## config.mk

```make
export PLATFORM = sky130hd
export DESIGN_NAME = seg7_scan_driver
export DESIGN_NICKNAME = d
export VERILOG_FILES = /design/src/rtl/seg7_scan_driver.sv
export SDC_FILE = /design/constraint.sdc
export NUM_CORES = 1
export LEC_CHECK = 0
export CAP_MARGIN = 20
export CORE_ASPECT_RATIO = 1.75
export CORE_MARGIN = 5
export CORE_UTILIZATION = 29
export DETAILED_ROUTE_END_ITERATION = 6
export DONT_BUFFER_PORTS = 1
export PLACE_DENSITY = 0.47
export SLEW_MARGIN = 20
export SYNTH_ARGS = -nofsm -noshare
export SYNTH_HDL_FRONTEND = slang
export SYNTH_SLANG_ARGS = --single-unit
```

## constraint.sdc

```tcl
create_clock -name clk -period 6.9 [get_ports clk]
set_input_delay 2.07 -clock clk [delete_from_list [all_inputs] [get_ports clk]]
set_output_delay 2.07 -clock clk [all_outputs]
set_load 0.03 [all_outputs]
```

## src/rtl/seg7_scan_driver.sv

```systemverilog
// seg7_scan_driver
//   Time-multiplexed N-digit hex 7-segment driver. A load strobe captures a
//   new value, decimal points and blank mask into shadow registers. The
//   shadow contents move to the display registers only at a frame boundary,
//   when the scan wraps back to digit 0. Because of this the visible value
//   never tears mid-frame.
//
//   Ports
//     clk, rst_n          clock, async active-low reset
//     load                one-cycle capture strobe for value_in/dp_in/blank_in
//     value_in[4N-1:0]    hex nibbles, digit 0 in bits [3:0]
//     dp_in[N-1:0]        per-digit decimal point request (1 = lit)
//     blank_in[N-1:0]     per-digit force-dark, which includes the dp
//     lz_en               leading-zero suppression, sampled live
//     seg[6:0]            segments a..g (seg[6]=a), polarity per SEG_ACTIVE_LOW
//     dp                  decimal point, polarity per SEG_ACTIVE_LOW
//     an[N-1:0]           one-hot digit enable, polarity per AN_ACTIVE_LOW
//     frame_done          one-cycle pulse when digit 0 is (re)displayed

// Per-digit decode: hex -> logical segments (1 = lit) with blank and
// leading-zero handling.
module seg7_digit_dec (
    input  logic [3:0] nib_i,
    input  logic       blank_i,
    input  logic       dp_req_i,
    input  logic       lz_sup_i,
    output logic [6:0] seg_o,
    output logic       dp_o
);
    logic [6:0] hex_seg;

    always_comb begin
        hex_seg = 7'b0000000;
        unique case (nib_i)
            4'h0: hex_seg = 7'b1111110;
            4'h1: hex_seg = 7'b0110000;
            4'h2: hex_seg = 7'b1101101;
            4'h3: hex_seg = 7'b1111001;
            4'h4: hex_seg = 7'b0110011;
            4'h5: hex_seg = 7'b1011011;
            4'h6: hex_seg = 7'b1011111;
            4'h7: hex_seg = 7'b1110000;
            4'h8: hex_seg = 7'b1111111;
            4'h9: hex_seg = 7'b1111011;
            4'hA: hex_seg = 7'b1110111;
            4'hB: hex_seg = 7'b0011111;
            4'hC: hex_seg = 7'b1001110;
            4'hD: hex_seg = 7'b0111101;
            4'hE: hex_seg = 7'b1001111;
            4'hF: hex_seg = 7'b1000111;
        endcase
    end

    // Blank beats everything. A suppressed leading zero still honours dp,
    // so a value such as "0.5" keeps its point.
    always_comb begin
        seg_o = hex_seg;
        dp_o  = dp_req_i;
        if (blank_i) begin
            seg_o = 7'b0000000;
            dp_o  = 1'b0;
        end else if (lz_sup_i) begin
            seg_o = 7'b0000000;
        end
    end
endmodule

module seg7_scan_driver #(
    parameter int NUM_DIGITS     = 8,
    parameter int SCAN_DIV       = 1000,
    parameter int SEG_ACTIVE_LOW = 1,
    parameter int AN_ACTIVE_LOW  = 1
) (
    input  logic                    clk,
    input  logic                    rst_n,
    input  logic                    load,
    input  logic [4*NUM_DIGITS-1:0] value_in,
    input  logic [NUM_DIGITS-1:0]   dp_in,
    input  logic [NUM_DIGITS-1:0]   blank_in,
    input  logic                    lz_en,
    output logic [6:0]              seg,
    output logic                    dp,
    output logic [NUM_DIGITS-1:0]   an,
    output logic                    frame_done
);
    localparam int IDX_W = (NUM_DIGITS > 1) ? $clog2(NUM_DIGITS) : 1;
    localparam int CNT_W = $clog2(SCAN_DIV);
    localparam logic SEG_INV = (SEG_ACTIVE_LOW != 0);
    localparam logic AN_INV  = (AN_ACTIVE_LOW != 0);
    localparam logic [IDX_W-1:0] IDX_LAST = IDX_W'(NUM_DIGITS - 1);
    localparam logic [CNT_W-1:0] CNT_LAST = CNT_W'(SCAN_DIV - 1);

    logic [CNT_W-1:0]                div_cnt_q, div_cnt_d;
    logic [IDX_W-1:0]                idx_q, idx_d;
    logic                            pending_q, pending_d;
    logic [NUM_DIGITS-1:0][3:0]      sh_val_q, sh_val_d, disp_val_q, disp_val_d;
    logic [NUM_DIGITS-1:0]           sh_dp_q, sh_dp_d, disp_dp_q, disp_dp_d;
    logic [NUM_DIGITS-1:0]           sh_blank_q, sh_blank_d, disp_blank_q, disp_blank_d;
    logic [6:0]                      seg_q, seg_d;
    logic                            dp_q, dp_d;
    logic [NUM_DIGITS-1:0]           an_q, an_d;
    logic                            frame_done_q, frame_done_d;

    logic                            tick, frame_start, upd;
    logic [IDX_W-1:0]                idx_nxt;
    logic [NUM_DIGITS-1:0][3:0]      in_val, src_val, eff_val;
    logic [NUM_DIGITS-1:0]           src_dp, src_blank, eff_dp, eff_blank;
    logic [NUM_DIGITS-1:0]           lz_sup, dig_dp, onehot;
    logic [NUM_DIGITS-1:0][6:0]      dig_seg;
    logic                            any_nz;

    assign in_val = value_in;

    always_comb begin
        tick        = (div_cnt_q == CNT_LAST);
        idx_nxt     = (idx_q == IDX_LAST) ? '0 : idx_q + IDX_W'(1);
        frame_start = tick && (idx_nxt == '0);
        upd         = frame_start && (pending_q || load);

        // A load coinciding with a frame start bypasses the shadow.
        src_val   = load ? in_val   : sh_val_q;
        src_dp    = load ? dp_in    : sh_dp_q;
        src_blank = load ? blank_in : sh_blank_q;

        // These are the contents shown from this edge on. The outputs for
        // digit 0 must already reflect a frame-start update.
        eff_val   = upd ? src_val   : disp_val_q;
        eff_dp    = upd ? src_dp    : disp_dp_q;
        eff_blank = upd ? src_blank : disp_blank_q;

        div_cnt_d    = tick ? '0 : div_cnt_q + CNT_W'(1);
        idx_d        = tick ? idx_nxt : idx_q;
        pending_d    = frame_start ? 1'b0 : (pending_q | load);
        sh_val_d     = src_val;
        sh_dp_d      = src_dp;
        sh_blank_d   = src_blank;
        disp_val_d   = eff_val;
        disp_dp_d    = eff_dp;
        disp_blank_d = eff_blank;
    end

    // A digit is a leading zero when it and every digit above it are zero.
    // Digit 0 is exempt.
    always_comb begin
        any_nz = 1'b0;
        lz_sup = '0;
        for (int i = NUM_DIGITS - 1; i >= 0; i--) begin
            any_nz    = any_nz | (|eff_val[i]);
            lz_sup[i] = lz_en && (i != 0) && !any_nz;
        end
    end

    for (genvar g = 0; g < NUM_DIGITS; g++) begin : g_dig
        seg7_digit_dec u_dec (
            .nib_i    (eff_val[g]),
            .blank_i  (eff_blank[g]),
            .dp_req_i (eff_dp[g]),
            .lz_sup_i (lz_sup[g]),
            .seg_o    (dig_seg[g]),
            .dp_o     (dig_dp[g])
        );
    end

    always_comb begin
        onehot          = '0;
        onehot[idx_nxt] = 1'b1;
        seg_d        = tick ? (dig_seg[idx_nxt] ^ {7{SEG_INV}}) : seg_q;
        dp_d         = tick ? (dig_dp[idx_nxt] ^ SEG_INV)       : dp_q;
        an_d         = tick ? (onehot ^ {NUM_DIGITS{AN_INV}})   : an_q;
        frame_done_d = frame_start;
    end

    always_ff @(posedge clk or negedge rst_n) begin
        if (!rst_n) begin
            div_cnt_q    <= '0;
            idx_q        <= IDX_LAST;
            pending_q    <= 1'b0;
            sh_val_q     <= '0;
            sh_dp_q      <= '0;
            sh_blank_q   <= '0;
            disp_val_q   <= '0;
            disp_dp_q    <= '0;
            disp_blank_q <= '0;
            seg_q        <= {7{SEG_INV}};
            dp_q         <= SEG_INV;
            an_q         <= {NUM_DIGITS{AN_INV}};
            frame_done_q <= 1'b0;
        end else begin
            div_cnt_q    <= div_cnt_d;
            idx_q        <= idx_d;
            pending_q    <= pending_d;
            sh_val_q     <= sh_val_d;
            sh_dp_q      <= sh_dp_d;
            sh_blank_q   <= sh_blank_d;
            disp_val_q   <= disp_val_d;
            disp_dp_q    <= disp_dp_d;
            disp_blank_q <= disp_blank_d;
            seg_q        <= seg_d;
            dp_q         <= dp_d;
            an_q         <= an_d;
            frame_done_q <= frame_done_d;
        end
    end

    assign seg        = seg_q;
    assign dp         = dp_q;
    assign an         = an_q;
    assign frame_done = frame_done_q;
endmodule

```

==> results of run 1 <==
-- sequential cells by signal, summed over array words and instances (netlist names) --
signal / cells
an: 8
disp_blank_q: 8
sh_blank_q: 8
idx_q: 3
disp_dp_q: 8
dp: 1
sh_dp_q: 8
frame_done: 1
pending_q: 1
seg: 7
disp_val_q: 32
sh_val_q: 32
div_cnt_q: 10
-- worst paths after layout --
path,end,cells after the start,slack (ps)
max in group asynchronous,an[5],0,5220
worst min register to register,idx_q[2],2,470
worst min-delay path,idx_q[2],2,470
min in group asynchronous,sh_val_q[8],0,1320
worst max-delay path,seg[3],16,1810
worst max register to register,seg[3],16,1810
-- where the power goes --
group	switching (mW)	total (mW)	internal [mW]
Combinational	0.0579	0.0942	0.0362
Sequential	0.00797	0.781	0.773
Clock	0.357	0.820	0.463
Total	0.423	1.70	1.27
-- layout make-up --
class,count,area [µm²],share of cell area
clock inverters,11,68.82,0.007491
multi-input cells,653,4636,0.5046
repair buffers,8,60.06,0.006538
well taps,378,473.0,0.05148
clock buffers,21,450.4,0.04903
flip-flops and latches,127,3202,0.3485
inverters,79,296.5,0.03228
-- cells by family (layout without fill, tap and decap cells) --
logic type               count (synthesis)  count (layout)  synth area share
adder cells (fa/ha/maj)                 43              43           0.06446
multiplexers                           107             107            0.1348
AND/OR/NAND/NOR                        284             284            0.1629
flip-flops                             127             127            0.3836
XOR/XNOR                                 8               8          0.008395
buffers and inverters                  119             119           0.06296
AO/OA/AOI/OAI                          211             211            0.1829
-- critical path: stages (launching register included) --
cell and delay (ps):
dfstp_2 600, ha_1 160, ha_1 330, nand4b_2 340, a2111oi_4 420, nor2b_2 780, a21oi_1 300, inv_1 180
ha_1 190, and2_1 160, and4_1 280, and2_1 170, o211ai_2 110, and3_1 300, o211a_1 140, a211oi_1 340
o32a_1 210
-- cells in the final DEF (no fill, tap or decap), types with 7 or more instances in the layout --
cell type | netlist | routed
inv_1 | 76 | 76
and2_1 | 7 | 7
nand3_1 | 33 | 33
ha_1 | 43 | 43
mux2_2 | 30 | 30
o221ai_1 | 8 | 8
a21o_1 | 14 | 14
nor3b_1 | 7 | 7
dfstp_2 | 19 | 19
dfrtp_1 | 108 | 108
nor3_1 | 19 | 19
nor2_1 | 76 | 76
nand2b_1 | 10 | 10
a31oi_1 | 17 | 17
o211ai_1 | 9 | 9
a21oi_1 | 39 | 39
clkbuf_16 | 0 | 17
a211oi_1 | 14 | 14
mux2i_1 | 73 | 73
o22ai_1 | 7 | 7
nand2_1 | 92 | 92
buf_4 | 4 | 8
o21ai_0 | 26 | 26
-- routing by layer --
metal,track usage,wire length [µm],vias to the layer above
met5,0,0,-
met4,0.09611,1186,0
met3,0.02886,866,59
met2,0.3117,14360,166
met1,0.1640,9674,3323
li1,-,-,3200
-- stage by stage --
stage,worst slack (ps),instances,instance area [µm²],total power [mW],utilization
floorplan,1395,899,8347,0.8699,-
global placement,1662,1245,8667,0.8884,0.3039
detailed placement,1577,1245,8667,0.8894,0.3039
CTS,1744,1277,9186,1.727,0.3221
global route,1461,1277,9186,1.764,0.3221
finish,1811,1277,9186,1.695,0.3221
==> flow_summary.json, run 1 <==
{
  "power_leakage_nw": 4.162,
  "cts_buffers": 17,
  "yosysSeqAreaShare": 0.3836,
  "area_growth_pct": 10.06,
  "dr.first_iter.drc_count": 425,
  "fin_nets": 981,
  "ioPinCount": 69,
  "startpoint": "idx_q[0]",
  "whs_ps": 467.9,
  "synth_area_mm2": 0.008347,
  "vias": 6748,
  "nFillCells": 3032,
  "fin_skew_ps": 7.309,
  "wirelength_um": 26080,
  "synth_top_cells_by_count": "108 x dfrtp_1, 92 x nand2_1, 76 x inv_1, 76 x nor2_1, 73 x mux2i_1",
  "gp_congestion": 0.9083,
  "synth_top_area_frac": 0.3238,
  "grt_max_degree": 128,
  "synth_fp_nets": 994,
  "dieArea_mm2": 0.03241,
  "finalMaxSlewViolations": 0,
  "async_reset_ff_frac": 1.000,
  "postSynthAreaPerCell_um2": 9.284,
  "core_mm2": 0.02852,
  "vias_per_cell": 5.284,
  "status": "completed",
  "arrival_ps": 5480,
  "grt_pass1_wl_um": 40480,
  "grt_use_total": 0.1629,
  "post-dp-hpwl_um": 19620,
  "clk_path_buf_depth": 2,
  "reg2reg_from": "idx_q[0]",
  "initial_core_util": 0.2926,
  "cp_max_fo": 18,
  "worstMarginPinSlew_ps": 833.3,
  "grt_pass1_vias": 6981,
  "dr.pass1.iters": 5,
  "cts_hold_buf": 0,
  "drive_gt1_frac": 0.1268,
  "path_class": "reg2reg",
  "clock_latency_ps": 450,
  "avgRoutedWirePerCell_um": 20.43,
  "yosysMostFrequentCell": "dfrtp_1",
  "drc_errors": 0,
  "postCtsSetupBuffers": 0,
  "worst_ep_required_time_ps": 7290,
  "floorplan.die.width_um": 138.2,
  "port_buffers": 0,
  "yosys_most_used_dff": "dfrtp_1",
  "max-cap-violations": 0,
  "clkTransAtPathRegs_ps": 60,
  "num_rows": 82,
  "synthesis.instances": 899,
  "synth_area_leader_cell": "dfrtp_1",
  "globalRouteOverflowTotal": 0,
  "synth-seq-cells": 127,
  "vdd_drop_max_mv": 0.1715,
  "post_cts_resized": 0,
  "antenna_found_initial": 0,
  "worstHoldStart": "idx_q[2]",
  "fin_crit_sh": 0.7375,
  "cts.sinks": 127,
  "min_path_type": "reg2reg",
  "setup.worst_path.end_class": "flop",
  "crit_path_start_kind": "flop",
  "synth_edf_count": 0,
  "cts_tree": "built",
  "synthTopCellsByArea": "dfrtp_1 32%, mux2i_1 8.8%, ha_1 6.4%",
  "timing.setup.tns_ps": 0,
  "antenna_cells": 0,
  "rsz0062_at_grt": "no",
  "yosysWarnings": 0,
  "max_freq_mhz": 196.5,
  "relSlewSlack": 0.4420,
  "hold_violations": 0,
  "p_per_area_mw_per_mm2": 184.6,
  "cts-root-buf": "clkbuf_16",
  "die_h_um": 234.4,
  "ant_nets": 0,
  "setup_viol": 0,
  "ctsHtreeMaxLevel": 4,
  "period_needed_ps": 5089,
  "synth.distinct_cells": 73
}
(Power assumes the default switching activity.)
==> inputs of run 2 (changes only) <==
- clock period: 6.9 -> 5.05 ns (I/O delays scaled with it)
==> flow_summary.json, run 2 (synthesis gave the netlist of run 1 again) <==
{
  "grt_pass1_vias": 7165,
  "slowest_delay_ps": 590,
  "area_growth_pct": 13.07,
  "rsz0062_at_grt": "no",
  "cp_max_fo": 21,
  "dieArea_mm2": 0.03241,
  "fin_nets": 994,
  "clkTransAtPathRegs_ps": 60,
  "final_cell_mix": "108 x dfrtp_1, 92 x nand2_1, 76 x inv_1, 76 x nor2_1, 73 x mux2i_1",
  "cts_buffers": 17,
  "crit_path_start_kind": "flop",
  "path_delay_family": "simple AND/OR/NAND/NOR gates",
  "period_needed_ps": 4705,
  "p_per_area_mw_per_mm2": 274.5,
  "post_cts_resized": 0,
  "fin_crit_sh": 0.9317,
  "postCtsSetupBuffers": 0,
  "clk_path_buf_depth": 2,
  "slowest_stage": "dfstp_2",
  "cts.sinks": 127,
  "dr.first_iter.drc_count": 431,
  "vias": 6808,
  "pwr-share-clk": 0.538,
  "antenna_cells": 0,
  "vdd_drop_max_mv": 0.2412,
  "swShare": 0.2194,
  "fin_skew_ps": 11.03,
  "path_class": "reg2reg",
  "max_freq_mhz": 212.5,
  "finish.utilization": 0.3309,
  "antenna_found_initial": 1,
  "timing.setup.tns_ps": 0,
  "die_h_um": 234.4,
  "power_leakage_nw": 4.292,
  "port_buffers": 0,
  "vias_per_cell": 5.278,
  "finalMaxSlewViolations": 0,
  "num_rows": 82,
  "crit_chain": "ha_1, ha_1, nand4b_2, a2111oi_4, nor2b_2, buf_4, nor2_1, a21o_1, ha_1, and3_1, and4_1, and2_1, o211ai_2, and3_1, a221oi_1, a311oi_1, a31oi_1",
  "max-cap-violations": 0,
  "clock_latency_ps": 430,
  "ioPinCount": 69,
  "wirelength_um": 26000,
  "seq_power_share": 0.412,
  "cts_hold_buf": 0,
  "globalRouteOverflowTotal": 0,
  "crit_top_cell": "ha_1",
  "status": "completed",
  "worst_ep_required_time_ps": 5400,
  "setup.worst_path.end_class": "flop",
  "grt_pass1_wl_um": 40610,
  "floorplan.die.width_um": 138.2,
  "whs_ps": 469.1,
  "p_int_mw": 2.022,
  "hold_violations": 0,
  "initial_core_util": 0.2926,
  "core_mm2": 0.02852,
  "avgRoutedWirePerCell_um": 20.16,
  "ctsHtreeMaxLevel": 4,
  "final_common_cell": "dfrtp_1",
  "ant_nets": 0,
  "p_comb_frac": 0.050,
  "p_sw_mw": 0.5685,
  "dr.pass1.iters": 5,
  "critPathBufInv": 1,
  "grt_use_total": 0.1620,
  "post-dp-hpwl_um": 19570,
  "cts-root-buf": "clkbuf_16",
  "setup_viol": 0,
  "grt_max_degree": 128,
  "min_path_type": "reg2reg",
  "largestRegisters": "disp_val_q: 32 flops, sh_val_q: 32 flops, div_cnt_q: 10 flops",
  "cts_tree": "built",
  "drive_gt1_frac": 0.1414,
  "gp_congestion": 0.8518,
  "drc_errors": 0,
  "worstMarginPinSlew_ps": 945.6,
  "arrival_ps": 5050,
  "relSlewSlack": 0.3695
}
run 2: path summary, 6_finish.rpt:
kind                         startpoint            to  slack, ps  depth (start not counted)
hold / removal             disp_dp_q[5]  disp_dp_q[5]        470                          2
min in group asynchronous         rst_n  sh_val_q[11]        780                          0
setup reg to reg               idx_q[0]        seg[0]        340                         17
hold reg to reg            disp_dp_q[5]  disp_dp_q[5]        470                          2
setup / recovery               idx_q[0]        seg[0]        340                         17
max in group asynchronous         rst_n         an[5]       3940                          0
run 2: final cells by class:
type	count	area [µm²]
clock buffer	22	474.2
clock inverter	10	182.7
fill	3031	19080
inverter	79	296.5
multi-input combinational	653	4639
sequential	127	3202
tap	378	473.0
timing repair buffer	21	170.2
run 2: power groups by stage:
| stage | logic, mW | registers [mW] | clock network [mW] |
|---|---|---|---|
| 2_1_floorplan | 0.106 | 1.08 | 0 |
| 3_3_place_gp | 0.130 | 1.08 | 0 |
| 3_5_place_dp | 0.131 | 1.09 | 0 |
| 4_1_cts | 0.132 | 1.07 | 1.43 |
| 5_1_grt | 0.146 | 1.07 | 1.46 |
| 6_report | 0.130 | 1.07 | 1.39 |
run 2: stage by stage:
stage / setup slack (ps) / total power, mW / std cells / cell area [µm²]
after floorplan: 99.74 / 1.189 / 899 / 8347
after global placement: 362.8 / 1.214 / 1258 / 8781
after detailed placement: 270.1 / 1.217 / 1258 / 8781
after CTS: 342.0 / 2.626 / 1290 / 9438
after global routing: 47.82 / 2.680 / 1290 / 9438
final: 344.8 / 2.591 / 1290 / 9438
run 2: tightest hold or removal path: cells and delay by family, from the launching register on:
kind / cells / cell delay, ps
simple gates: 2 / 110
flops: 1 / 320
run 2: per-layer routing:
metal / routed length, µm / track usage / up-vias / part of all wire
met5: 13 / 0 / - / 0.00050
met1: 9454 / 0.1607 / 3359 / 0.36
met4: 1131 / 0.08498 / 2 / 0.043
met2: 14300 / 0.3110 / 155 / 0.55
li1: - / - / 3231 / -
met3: 1100 / 0.03841 / 61 / 0.042
